===== config.mk =====
export PLATFORM = sky130hd
export DESIGN_NAME = apm_scan_ctrl_flat
export DESIGN_NICKNAME = d
export VERILOG_FILES = /design/src/rtl/apm_scan_if.sv /design/src/rtl/apm_scan_ctrl.sv /design/src/flat_wrapper.sv
export SDC_FILE = /design/constraint.sdc
export NUM_CORES = 1
export LEC_CHECK = 0
export ABC_AREA = 1
export CORE_UTILIZATION = 53
export CTS_CLUSTER_DIAMETER = 50
export DETAILED_ROUTE_END_ITERATION = 6
export PLACE_DENSITY_LB_ADDON = 0.3
export SYNTH_ARGS = -nofsm -noshare
export SYNTH_HDL_FRONTEND = slang
export SYNTH_SLANG_ARGS = --single-unit

===== constraint.sdc =====
create_clock -name clk -period 2.5 [get_ports clk]
set_clock_uncertainty 0.15 [all_clocks]
set_input_delay 0.5 -clock clk [delete_from_list [all_inputs] [get_ports clk]]
set_output_delay 0.5 -clock clk [all_outputs]
set_load 0.005 [all_outputs]

===== src/rtl/apm_scan_if.sv =====
// apm_scan_if: config, stream, match-report and status signals of the scan controller
interface apm_scan_if #(parameter int POS_W = 16);
    logic             cfg_valid;
    logic             cfg_ready;
    logic [31:0]      cfg_data;
    logic             start;
    logic [POS_W-1:0] scan_len;
    logic             bit_valid;
    logic             bit_ready;
    logic             bit_data;
    logic             match_valid;
    logic             match_ready;
    logic [POS_W-1:0] match_pos;
    logic             busy;
    logic             done;
    modport master (
        output cfg_valid, cfg_data, start, scan_len, bit_valid, bit_data, match_ready,
        input  cfg_ready, bit_ready, match_valid, match_pos, busy, done
    );
    modport slave (
        input  cfg_valid, cfg_data, start, scan_len, bit_valid, bit_data, match_ready,
        output cfg_ready, bit_ready, match_valid, match_pos, busy, done
    );
endinterface


===== src/rtl/apm_scan_ctrl.sv =====
// apm_scan_ctrl: slides a 16-bit window over a serial stream and reports matching positions.
// Define APM_WILDCARD_EN to enable the four don't-care bit indices in cfg_data[31:16].
module apm_scan_ctrl #(
    parameter int POS_W = 16
) (
    input logic clk,
    input logic rst_n,
    apm_scan_if.slave bus
);
    typedef enum logic [1:0] {IDLE, SCAN, DRAIN} state_t;
    state_t           state, state_nx;
    logic [15:0]      pat, win, win_nx, care;
    logic [POS_W-1:0] cnt, cnt_nx, len;
    logic             acc, hit, elig, drain_ok, cfg_take, start_take;
`ifdef APM_WILDCARD_EN
    logic [15:0]      kidx;
    always_comb begin
        care = '1;
        for (int i = 0; i < 4; i++) care[kidx[4*i +: 4]] = 1'b0;
    end
    always_ff @(posedge clk or negedge rst_n)
        if (!rst_n) kidx <= '0;
        else if (cfg_take) kidx <= bus.cfg_data[31:16];
`else
    assign care = '1;
`endif
    // config wins over start when both arrive in IDLE
    assign cfg_take      = state == IDLE && bus.cfg_valid;
    assign start_take    = state == IDLE && !bus.cfg_valid && bus.start;
    assign bus.cfg_ready = state == IDLE;
    assign bus.busy      = state != IDLE;
    assign bus.bit_ready = state == SCAN && (!bus.match_valid || bus.match_ready);
    assign acc           = bus.bit_valid && bus.bit_ready;
    assign drain_ok      = !bus.match_valid || bus.match_ready;
    assign win_nx        = {win[14:0], bus.bit_data};
    assign cnt_nx        = cnt + 1'b1;
    assign elig          = cnt_nx >= POS_W'(16);
    assign hit           = ((win_nx ^ pat) & care) == 16'h0;
    always_comb begin
        state_nx = state;
        case (state)
            IDLE:    if (start_take) state_nx = bus.scan_len == '0 ? DRAIN : SCAN;
            SCAN:    if (acc && cnt_nx == len) state_nx = DRAIN;
            DRAIN:   if (drain_ok) state_nx = IDLE;
            default: state_nx = IDLE;
        endcase
    end
    always_ff @(posedge clk or negedge rst_n) begin
        if (!rst_n) begin
            state           <= IDLE;
            pat             <= '0;
            win             <= '0;
            cnt             <= '0;
            len             <= '0;
            bus.match_valid <= 1'b0;
            bus.match_pos   <= '0;
            bus.done        <= 1'b0;
        end else begin
            state    <= state_nx;
            bus.done <= state == DRAIN && drain_ok;
            if (cfg_take) pat <= bus.cfg_data[15:0];
            if (start_take) begin
                len <= bus.scan_len;
                cnt <= '0;
                win <= '0;
            end else if (acc) begin
                win <= win_nx;
                cnt <= cnt_nx;
            end
            // acceptance implies the buffer is empty or draining, so nothing is overwritten
            if (acc && elig && hit) begin
                bus.match_valid <= 1'b1;
                bus.match_pos   <= cnt;
            end else if (bus.match_ready) begin
                bus.match_valid <= 1'b0;
            end
        end
    end
endmodule


===== src/flat_wrapper.sv =====
// flat-port wrapper written by rule: the top's interface ports become plain ports
module apm_scan_ctrl_flat 
#(
    parameter int POS_W = 16
)
  (clk, rst_n, bus_cfg_valid, bus_cfg_data, bus_start, bus_scan_len, bus_bit_valid, bus_bit_data, bus_match_ready, bus_cfg_ready, bus_bit_ready, bus_match_valid, bus_match_pos, bus_busy, bus_done);
  apm_scan_if #(.POS_W(POS_W)) bus_i ();
  input logic clk;
  input logic rst_n;
  input wire logic [$bits(bus_i.cfg_valid)-1:0] bus_cfg_valid;
  input wire logic [$bits(bus_i.cfg_data)-1:0] bus_cfg_data;
  input wire logic [$bits(bus_i.start)-1:0] bus_start;
  input wire logic [$bits(bus_i.scan_len)-1:0] bus_scan_len;
  input wire logic [$bits(bus_i.bit_valid)-1:0] bus_bit_valid;
  input wire logic [$bits(bus_i.bit_data)-1:0] bus_bit_data;
  input wire logic [$bits(bus_i.match_ready)-1:0] bus_match_ready;
  output wire logic [$bits(bus_i.cfg_ready)-1:0] bus_cfg_ready;
  output wire logic [$bits(bus_i.bit_ready)-1:0] bus_bit_ready;
  output wire logic [$bits(bus_i.match_valid)-1:0] bus_match_valid;
  output wire logic [$bits(bus_i.match_pos)-1:0] bus_match_pos;
  output wire logic [$bits(bus_i.busy)-1:0] bus_busy;
  output wire logic [$bits(bus_i.done)-1:0] bus_done;
  assign bus_i.cfg_valid = bus_cfg_valid;
  assign bus_i.cfg_data = bus_cfg_data;
  assign bus_i.start = bus_start;
  assign bus_i.scan_len = bus_scan_len;
  assign bus_i.bit_valid = bus_bit_valid;
  assign bus_i.bit_data = bus_bit_data;
  assign bus_i.match_ready = bus_match_ready;
  assign bus_cfg_ready = bus_i.cfg_ready;
  assign bus_bit_ready = bus_i.bit_ready;
  assign bus_match_valid = bus_i.match_valid;
  assign bus_match_pos = bus_i.match_pos;
  assign bus_busy = bus_i.busy;
  assign bus_done = bus_i.done;
  apm_scan_ctrl #(.POS_W(POS_W)) u_core (.clk(clk), .rst_n(rst_n), .bus(bus_i));
endmodule

# Yosys cells after proc, flatten, opt, wreduce, memory -nomap -nowiden

Cells that the tools add are included.

Register bits after elaboration: 83
Latch bits: 0
Bits in writable memories: 0
Bits in read-only memories: 0
Output and inout bits: 21
Memories kept: 0

$add $sub $neg: 1
$mul: 0
Divide/modulo/power cells: 0
Magnitude comparators: 1
Eq/ne operators: 6
Shift operators: 0
Multiplexer cells: 11
Bitwise gates (word level): 1
Reduce and logical (&&, ||, !) cells: 19

Operator list:

| cell                                                  | count |
|---|---|
| zero test 16 bit                                      | 2 |
| two-way mux 16 bit                                    | 2 |
| two-way mux 15 bit                                    | 2 |
| adder 16 x 1 -> 16 bit (second input constant)        | 1 |
| == test 16 bit                                        | 1 |
| >= comparator 16 x 5 -> 1 bit (second input constant) | 1 |
| bitwise XOR 16 bit                                    | 1 |
| logical AND 1 bit                                     | 9 |
| two-way mux 2 bit                                     | 4 |
| case mux 2 bit (3 select lines)                       | 1 |
| nonzero test 2 bit                                    | 3 |
| != test 2 x 1 -> 1 bit (second input constant)        | 2 |
| AND reduction 3 bit                                   | 1 |
| == test 2 x 1 -> 1 bit (second input constant)        | 1 |
| == test 2 bit (second input constant)                 | 1 |
| zero test 1 bit                                       | 2 |
| zero test 2 bit                                       | 1 |
| two-way mux 1 bit                                     | 2 |
| != test 2 bit (second input constant)                 | 1 |
| logical OR 1 bit                                      | 1 |

# Depth between registers and ports, before layout

Gate-level depths: netlist of the first run.

Depth in word-level cells: 7
Depth in mapped cells: 15

# Least setup slack after synthesis of the first run

OpenSTA, ideal clock, no wires.

Path type: flip-flop to flip-flop
Start point: register u_core.cnt[0]
End point: register u_core.bus.match_pos[1]
Library setup time: 0.119 ns
Data arrival time: 1.814 ns
Data required time: 2.231 ns
Setup slack: 0.418 ns
Stages on the path, launching flop included: 14
Path through: dfrtp_1 > ha_1 > nand2_1 > nor2_2 > nand3_1 > nand2_1 > nand2_1 > clkinv_1 > nand4_2 > nor2_2 > nand2_2 > nand2_4 > buf_12 > o21ai_2

Cells in the longest elaborated chain, start to end: 4

Ends and longest elaborated chain:

| item                            | RTL line            | text |
|---|---|---|
| start: declaration              | apm_scan_ctrl.sv:13 | `logic [POS_W-1:0] cnt, cnt_nx, len;` |
| start signal: assignment        | apm_scan_ctrl.sv:68 | `cnt <= cnt_nx;` |
| adder 16 x 1 -> 16 bit          | apm_scan_ctrl.sv:36 | `assign cnt_nx = cnt + 1'b1;` |
| >= comparator 16 x 5 -> 1 bit   | apm_scan_ctrl.sv:37 | `assign elig = cnt_nx >= POS_W'(16);` |
| logical AND 1 bit (2 in series) | apm_scan_ctrl.sv:71 | `if (acc && elig && hit) begin` |
| end signal: assignment          | apm_scan_ctrl.sv:73 | `bus.match_pos <= cnt;` |
| end: declaration                | apm_scan_if.sv:22   | `output cfg_ready, bit_ready, match_valid, match_pos, busy, done` |

No other way between the ends.
A chain may end at the register's enable or synchronous reset.

# Final worst setup path of the first run

Start point: input bus_match_ready
End point: output bus_bit_ready

Cells in the longest elaborated chain, start to end: 2

Ends and longest elaborated chain:

| item               | RTL line            | text |
|---|---|---|
| start: declaration | flat_wrapper.sv:16  | `input wire logic [$bits(bus_i.match_ready)-1:0] bus_match_ready;` |
| logical OR 1 bit   | apm_scan_ctrl.sv:32 | `assign bus.bit_ready = state == SCAN && (!bus.match_valid \|\| bus.match_ready);` |
| logical AND 1 bit  | apm_scan_ctrl.sv:32 |  |
| end: declaration   | flat_wrapper.sv:18  | `output wire logic [$bits(bus_i.bit_ready)-1:0] bus_bit_ready;` |

No other way between the ends.

==> results.ini, run 1 <==
[run_status]
status=finished, final reports clean

[floorplan]
coreArea_mm2=0.007727
die_h_um=91.28
io_pins=76
die_area_mm2=0.008331
start_util_pct=54.66
die_w_um=91.28
rows=32

[sta]
worst_slew_pin_slew_ns=0.4183
layout_setup_ws_ns=0.05026
slew_headroom_pct=71.85
rsz0062_at_grt=false
max_freq_mhz=408.2
hold_viol=0
setup-violations-final=0
period_minus_slack_ns=2.450
drv_slew=0
fin_setup_tns_ns=0
period_share_pct=97.99

[global_routing]
grt_pass1_wl_mm=16.44
gr-usage-all-layers_pct=25.37
antenna_found_initial=0
grt_max_degree=60
grt_pass1_vias=3485
grt_overflow=0

[flow_run]
maxCapViolations=0

[drt]
routed_wl_mm=9.556
viasPerCell=5.440
drtIter0Drc=314
dr.pass1.iters=5
drc=0
vias=3563
postRouteAntennaNets=0
wl_per_cell_um=14.59

[finish]
drive_gt1_share_pct=18.99
layoutNonFillerInstCount=655
antenna_cells=0
area_delta_synth_final_pct=24.59
nets=604
final_cell_area_mm2=0.005263

[hold_path]
hold_depth=2
hp-class=reg2reg

[placed_design]
dp_cells=635
dpl.hpwl_mm=6.993
post-place-ws_ns=-0.01893
io_buffer_count=59
routabilityCongestion=0.8834
post_dp_cell_area_mm2=0.004991

[synth]
yosys_register_bits=83
synthesis.area_mm2=0.004224
yosysSeqAreaShare_pct=49.17
yosysWarnings=0
synth_fa_ha_area_share_pct=0.2962
synthCells=471
synth_cell_types=35
synthMuxAreaShare_pct=3.732
synth-compound-area-share_pct=11.91
synth_top_family_by_area=simple AND/OR/NAND/NOR gates
synth_simple_gate_area_share_pct=23.16
synth-xor-area-share_pct=3.347
synthesis.nets=527
synth.avg_cell_area_um2=8.968

[power]
pwr-share-comb_pct=41.5
power.leakage_nw=2.403
peakVddDrop_mv=0.5492
power_density_mw_per_mm2=1070
p_clk_share_pct=19.4
p_sw_w=0.002213
seqPwrFrac_pct=39.1
swShare_pct=39.29
internal-power_w=0.003420

[critical_path]
reg2reg_depth=14
path_depth=5
crit_required_ns=1.85
path_max_fanout=3
critPathCaptureType=output port
path_common_cell=clkdlybuf4s50_1
path_buf_inv=3
crit_type=in2out
cpPeakStageDelay_ns=0.44
crit_family=buffers and inverters
crit_slowest_cell=clkdlybuf4s50_1
startpoint_type=input pin
crit_chain=clkdlybuf4s50_1 -> or2_2 -> inv_1 -> nor2_4 -> clkdlybuf4s50_1
critPathArrivalTime_ns=1.80

[clocking]
clock_latency_ns=0.36
htreeDepth=3
cts-buffers-inserted=9
clock-sinks=83
clk_pin_slew_ns=0.08
clock_tree.buffer_depth=2
tritoncts=built
root_buffer=clkbuf_8

-- cell type report --
cell class,count,area (µm²)
Sequential cell,83,2077
Timing Repair Buffer,78,770.7
Fill cell,617,2465
Inverter,68,255.2
Multi-Input combinational cell,308,1805
Clock inverter,6,88.84
Clock buffer,10,137.6
Tap cell,102,127.6
-- power by group through the flow --
stage	Sequential (W)	Combinational, W	Clock [W]
6_report	0.00220	0.00234	0.00109
5_1_grt	0.00226	0.00262	0.00116
4_1_cts	0.00219	0.00229	0.00110
3_5_place_dp	0.00222	0.00224	0
3_3_place_gp	0.00219	0.00216	0
2_1_floorplan	0.00212	0.00164	0
-- cells in the final DEF, fill, tap and decap left out, drive strengths merged, types with 14 or more instances in the layout --
cell type      instances
buf                   19
o21ai                 42
inv                   66
mux2                  14
clkdlybuf4s50         58
nand3                 30
nand2                116
dfrtp                 83
nor2                  29
o22ai                 27
-- sequential cells by signal, summed over array words and instances, names as in the netlist --
register                count
u_core.bus.match_pos       16
u_core.state                2
u_core.pat                 16
u_core.len                 16
u_core.win                 15
u_core.bus.match_valid      1
u_core.cnt                 16
u_core.bus.done             1
-- cell usage after synthesis (all sizes together) --
cell type  instances  share of area (%)
a211oi             1               0.18
a21oi              5               0.59
a221oi             2               0.41
a22o               2               0.41
and2               1               0.15
buf                6                1.8
clkbuf             6               0.56
clkinv             2               0.18
dfrtp             83                 49
ha                 1               0.30
inv               66                5.9
mux2              14                3.7
nand2            116                 12
nand3             30                3.6
nand4             13                2.1
nor2              29                3.3
nor3               4               0.59
nor4               6                1.2
o21ai             42                6.3
o22ai             27                4.0
or2                2               0.30
xnor2              2               0.41
xnor3              2                1.1
xor2               9                1.9
-- logic make-up (layout without fill, tap and decap cells) --
family                   after synthesis  in the layout
AO/OA/AOI/OAI                         79             79
XOR/XNOR                              13             13
adder cells (fa/ha/maj)                1              1
buffers and inverters                 80            162
flip-flops                            83             83
multiplexers                          14             14
AND/OR/NAND/NOR                      201            201
-- tightest hold or removal path, stage by stage (launching register included) --
cell	delay [ns]
dfrtp_1	0.35
nand2_1	0.06
o21ai_2	0.04
-- timing repair --
item,in CTS,in global routing
hold endpoints to repair,24,0
pin swaps,0,1
setup endpoints to repair,1,4
setup buffers,0,3
resized for setup,2,1
hold buffers,1,0
-- layer usage --
metal | up-vias | global-route usage, % | routed length, µm
met5 | - | 0 | 0
met1 | 1698 | 36.00 | 4436
li1 | 1709 | - | -
met4 | 0 | 7.540 | 160
met3 | 19 | 6.281 | 571
met2 | 137 | 38.70 | 4388
-- per-stage QoR --
stage	utilization, %	hold WS, ns	power, W
after floorplan	-	0.05441	0.003760
after global placement	64.59	0.2780	0.004351
after detailed placement	64.59	0.2834	0.004462
after CTS	67.75	0.3400	0.005579
after global routing	68.10	0.3677	0.006042
final	68.10	0.3377	0.005632
-- final timing paths --
| path | startpoint | endpoint | slack (ns) |
|---|---|---|---|
| max | bus_match_ready | bus_bit_ready | 0.05 |
| min | u_core.bus.match_pos[8]$_DFFE_PN0P_ | u_core.bus.match_pos[8]$_DFFE_PN0P_ | 0.34 |
| max reg2reg | u_core.cnt[1]$_DFFE_PN0P_ | u_core.bus.match_pos[10]$_DFFE_PN0P_ | 0.23 |
| min reg2reg | u_core.bus.match_pos[8]$_DFFE_PN0P_ | u_core.bus.match_pos[8]$_DFFE_PN0P_ | 0.34 |
| max in group asynchronous | rst_n | u_core.bus.match_valid$_DFFE_PN0P_ | 1.15 |
| min in group asynchronous | rst_n | u_core.pat[12]$_DFFE_PN0P_ | 0.44 |
Note: power is estimated with default switching activity, not from simulation.
==> run 2, diff against run 1 <==
--- a/config.mk
+++ b/config.mk
@@ -9,7 +9,9 @@
 export CORE_UTILIZATION = 53
 export CTS_CLUSTER_DIAMETER = 50
 export DETAILED_ROUTE_END_ITERATION = 6
+export GPL_ROUTABILITY_DRIVEN = 0
 export PLACE_DENSITY_LB_ADDON = 0.3
 export SYNTH_ARGS = -nofsm -noshare
 export SYNTH_HDL_FRONTEND = slang
 export SYNTH_SLANG_ARGS = --single-unit
+export TNS_END_PERCENT = 50
==> results.ini, run 2 (same netlist as run 1, synthesis figures left out) <==
[critical_path]
reg2reg_depth=14  ; unchanged
crit_required_ns=1.85  ; about the same
startpoint_type=input pin  ; unchanged
path_max_fanout=4  ; was 3
critPathCaptureType=output port  ; unchanged
critPathArrivalTime_ns=1.81  ; was 1.80 ns
crit_type=in2out  ; unchanged

[sta]
slew_headroom_pct=71.43  ; was 71.85%
setup-violations-final=0  ; unchanged
worst_slew_pin_slew_ns=0.4246  ; was 0.4183 ns
rsz0062_at_grt=true  ; was false
period_share_pct=98.38  ; was 97.99%
max_freq_mhz=406.6  ; was 408.2 MHz
layout_setup_ws_ns=0.04044  ; was 0.05026 ns
period_minus_slack_ns=2.460  ; was 2.450 ns
fin_setup_tns_ns=0  ; unchanged
hold_viol=0  ; unchanged
drv_slew=0  ; unchanged

[floorplan]
die_h_um=91.28  ; unchanged
rows=32  ; unchanged
start_util_pct=54.66  ; unchanged
coreArea_mm2=0.007727  ; unchanged
die_w_um=91.28  ; unchanged
die_area_mm2=0.008331  ; unchanged
io_pins=76  ; unchanged

[clocking]
clock-sinks=83  ; unchanged
htreeDepth=3  ; unchanged
tritoncts=built  ; unchanged
root_buffer=clkbuf_8  ; unchanged
clk_pin_slew_ns=0.08  ; about the same
cts_setup_buffers=0  ; unchanged
clock_latency_ns=0.36  ; about the same
clock_tree.buffer_depth=2  ; unchanged
cts-buffers-inserted=9  ; unchanged

[power]
internal-power_w=0.003392  ; was 0.003420 W
pwr-share-comb_pct=41.2  ; was 41.5%
seqPwrFrac_pct=39.5  ; was 39.1%
power_density_mw_per_mm2=1068  ; was 1070 mW/mm²
power.leakage_nw=2.388  ; was 2.403 nW
p_clk_share_pct=19.4  ; about the same
peakVddDrop_mv=0.5320  ; was 0.5492 mV
p_sw_w=0.002205  ; was 0.002213 W
swShare_pct=39.40  ; was 39.29%

[global_routing]
grt_pass1_wl_mm=16.44  ; unchanged
gr-usage-all-layers_pct=25.37  ; unchanged
grt_overflow=0  ; unchanged
antenna_found_initial=0  ; unchanged
grt_pass1_vias=3485  ; unchanged
grt_max_degree=60  ; unchanged

[placed_design]
post-place-ws_ns=-0.01893  ; unchanged
dpl.hpwl_mm=6.993  ; unchanged
io_buffer_count=59  ; unchanged

[hold_path]
hp-class=reg2reg  ; unchanged
hold_depth=2  ; unchanged

[finish]
fill_cells=622  ; was 617
final_common_cell=nand2_1  ; unchanged
antenna_cells=0  ; unchanged
mostFrequentLayoutCells=94 x nand2_1, 83 x dfrtp_1, 63 x inv_1  ; unchanged
drive_gt1_share_pct=18.55  ; was 18.99%
nets=601  ; was 604
area_delta_synth_final_pct=24.05  ; was 24.59%
utilization_pct=67.81  ; was 68.10%

[drt]
routed_wl_mm=9.568  ; was 9.556 mm
dr.pass1.iters=5  ; unchanged
wl_per_cell_um=14.67  ; was 14.59 µm
postRouteAntennaNets=0  ; unchanged
drc=0  ; unchanged
vias=3545  ; was 3563
viasPerCell=5.437  ; was 5.440
drtIter0Drc=297  ; was 314

[flow_run]
maxCapViolations=0  ; unchanged

[run_status]
status=finished, final reports clean  ; unchanged

[run 2: cell types whose count changed in the layout (fill, tap and decap cells not counted)]
cell	change
buf_4	-3
[run 2: final timing paths]
check	start	slack (ns)	end
min reg2reg	u_core.bus.match_pos[8]$_DFFE_PN0P_	0.34	u_core.bus.match_pos[8]$_DFFE_PN0P_
min in group asynchronous	rst_n	0.44	u_core.pat[10]$_DFFE_PN0P_
min	u_core.bus.match_pos[8]$_DFFE_PN0P_	0.34	u_core.bus.match_pos[8]$_DFFE_PN0P_
max in group asynchronous	rst_n	1.14	u_core.bus.match_valid$_DFFE_PN0P_
max	bus_match_ready	0.04	bus_bit_ready
max reg2reg	u_core.cnt[1]$_DFFE_PN0P_	0.23	u_core.bus.match_pos[10]$_DFFE_PN0P_
[run 2: layout make-up]
type,instances,area [µm²],share of cell area [%]
multi-input combinational,308,1805,34.46
timing repair buffer,75,748.2,14.28
clock buffer,10,137.6,2.627
inverter,68,255.2,4.871
sequential,83,2077,39.64
clock inverter,6,88.84,1.695
tap,102,127.6,2.436
[run 2: worst max-delay path, stage by stage]
cell	delay, ns
clkdlybuf4s50_1	0.39
or2_2	0.30
inv_1	0.11
nor2_4	0.06
clkdlybuf4s50_1	0.44
[run 2: layer usage]
metal	vias up	wire [µm]	track usage [%]	part of all wire, %
met5	-	0	0	0
met4	0	148	7.540	1.5
met1	1702	4447	36.00	46
met2	123	4449	38.70	46
met3	15	523	6.281	5.5
li1	1705	-	-	-
[run 2: stage by stage]
stage,cell area [µm²],instances,power [W],hold WS (ns)
2_1_floorplan,4224,471,0.003760,0.05441
3_3_place_gp,4991,635,0.004351,0.2780
3_5_place_dp,4991,635,0.004462,0.2834
4_1_cts,5235,652,0.005579,0.3400
5_1_grt,5240,652,0.006006,0.3677
6_report,5240,652,0.005597,0.3373
[run 2: power by group through the flow]
stage | clock [W] | sequential (W) | combinational [W]
floorplan | 0 | 0.00212 | 0.00164
global placement | 0 | 0.00219 | 0.00216
detailed placement | 0 | 0.00222 | 0.00224
CTS | 0.00110 | 0.00219 | 0.00229
global route | 0.00116 | 0.00227 | 0.00257
finish | 0.00109 | 0.00221 | 0.00230
[run 2: what timing repair did]
| item | in CTS | in global routing |
|---|---|---|
| gates resized for setup | 2 | 1 |
| pin swaps | 0 | 0 |
| endpoints found under the setup margin | 1 | 4 |
| hold buffers | 1 | 0 |
| endpoints found under the hold margin | 24 | 0 |
| gates cloned | 0 | 0 |
==> run 3, diff against run 2 <==
--- a/config.mk
+++ b/config.mk
@@ -10,6 +10,7 @@
 export CTS_CLUSTER_DIAMETER = 50
 export DETAILED_ROUTE_END_ITERATION = 6
 export GPL_ROUTABILITY_DRIVEN = 0
+export GPL_TIMING_DRIVEN = 1
 export PLACE_DENSITY_LB_ADDON = 0.3
 export SYNTH_ARGS = -nofsm -noshare
 export SYNTH_HDL_FRONTEND = slang
==> results of run 3 <==
The final DEF is identical to that of run 2; final timing and power are the same.
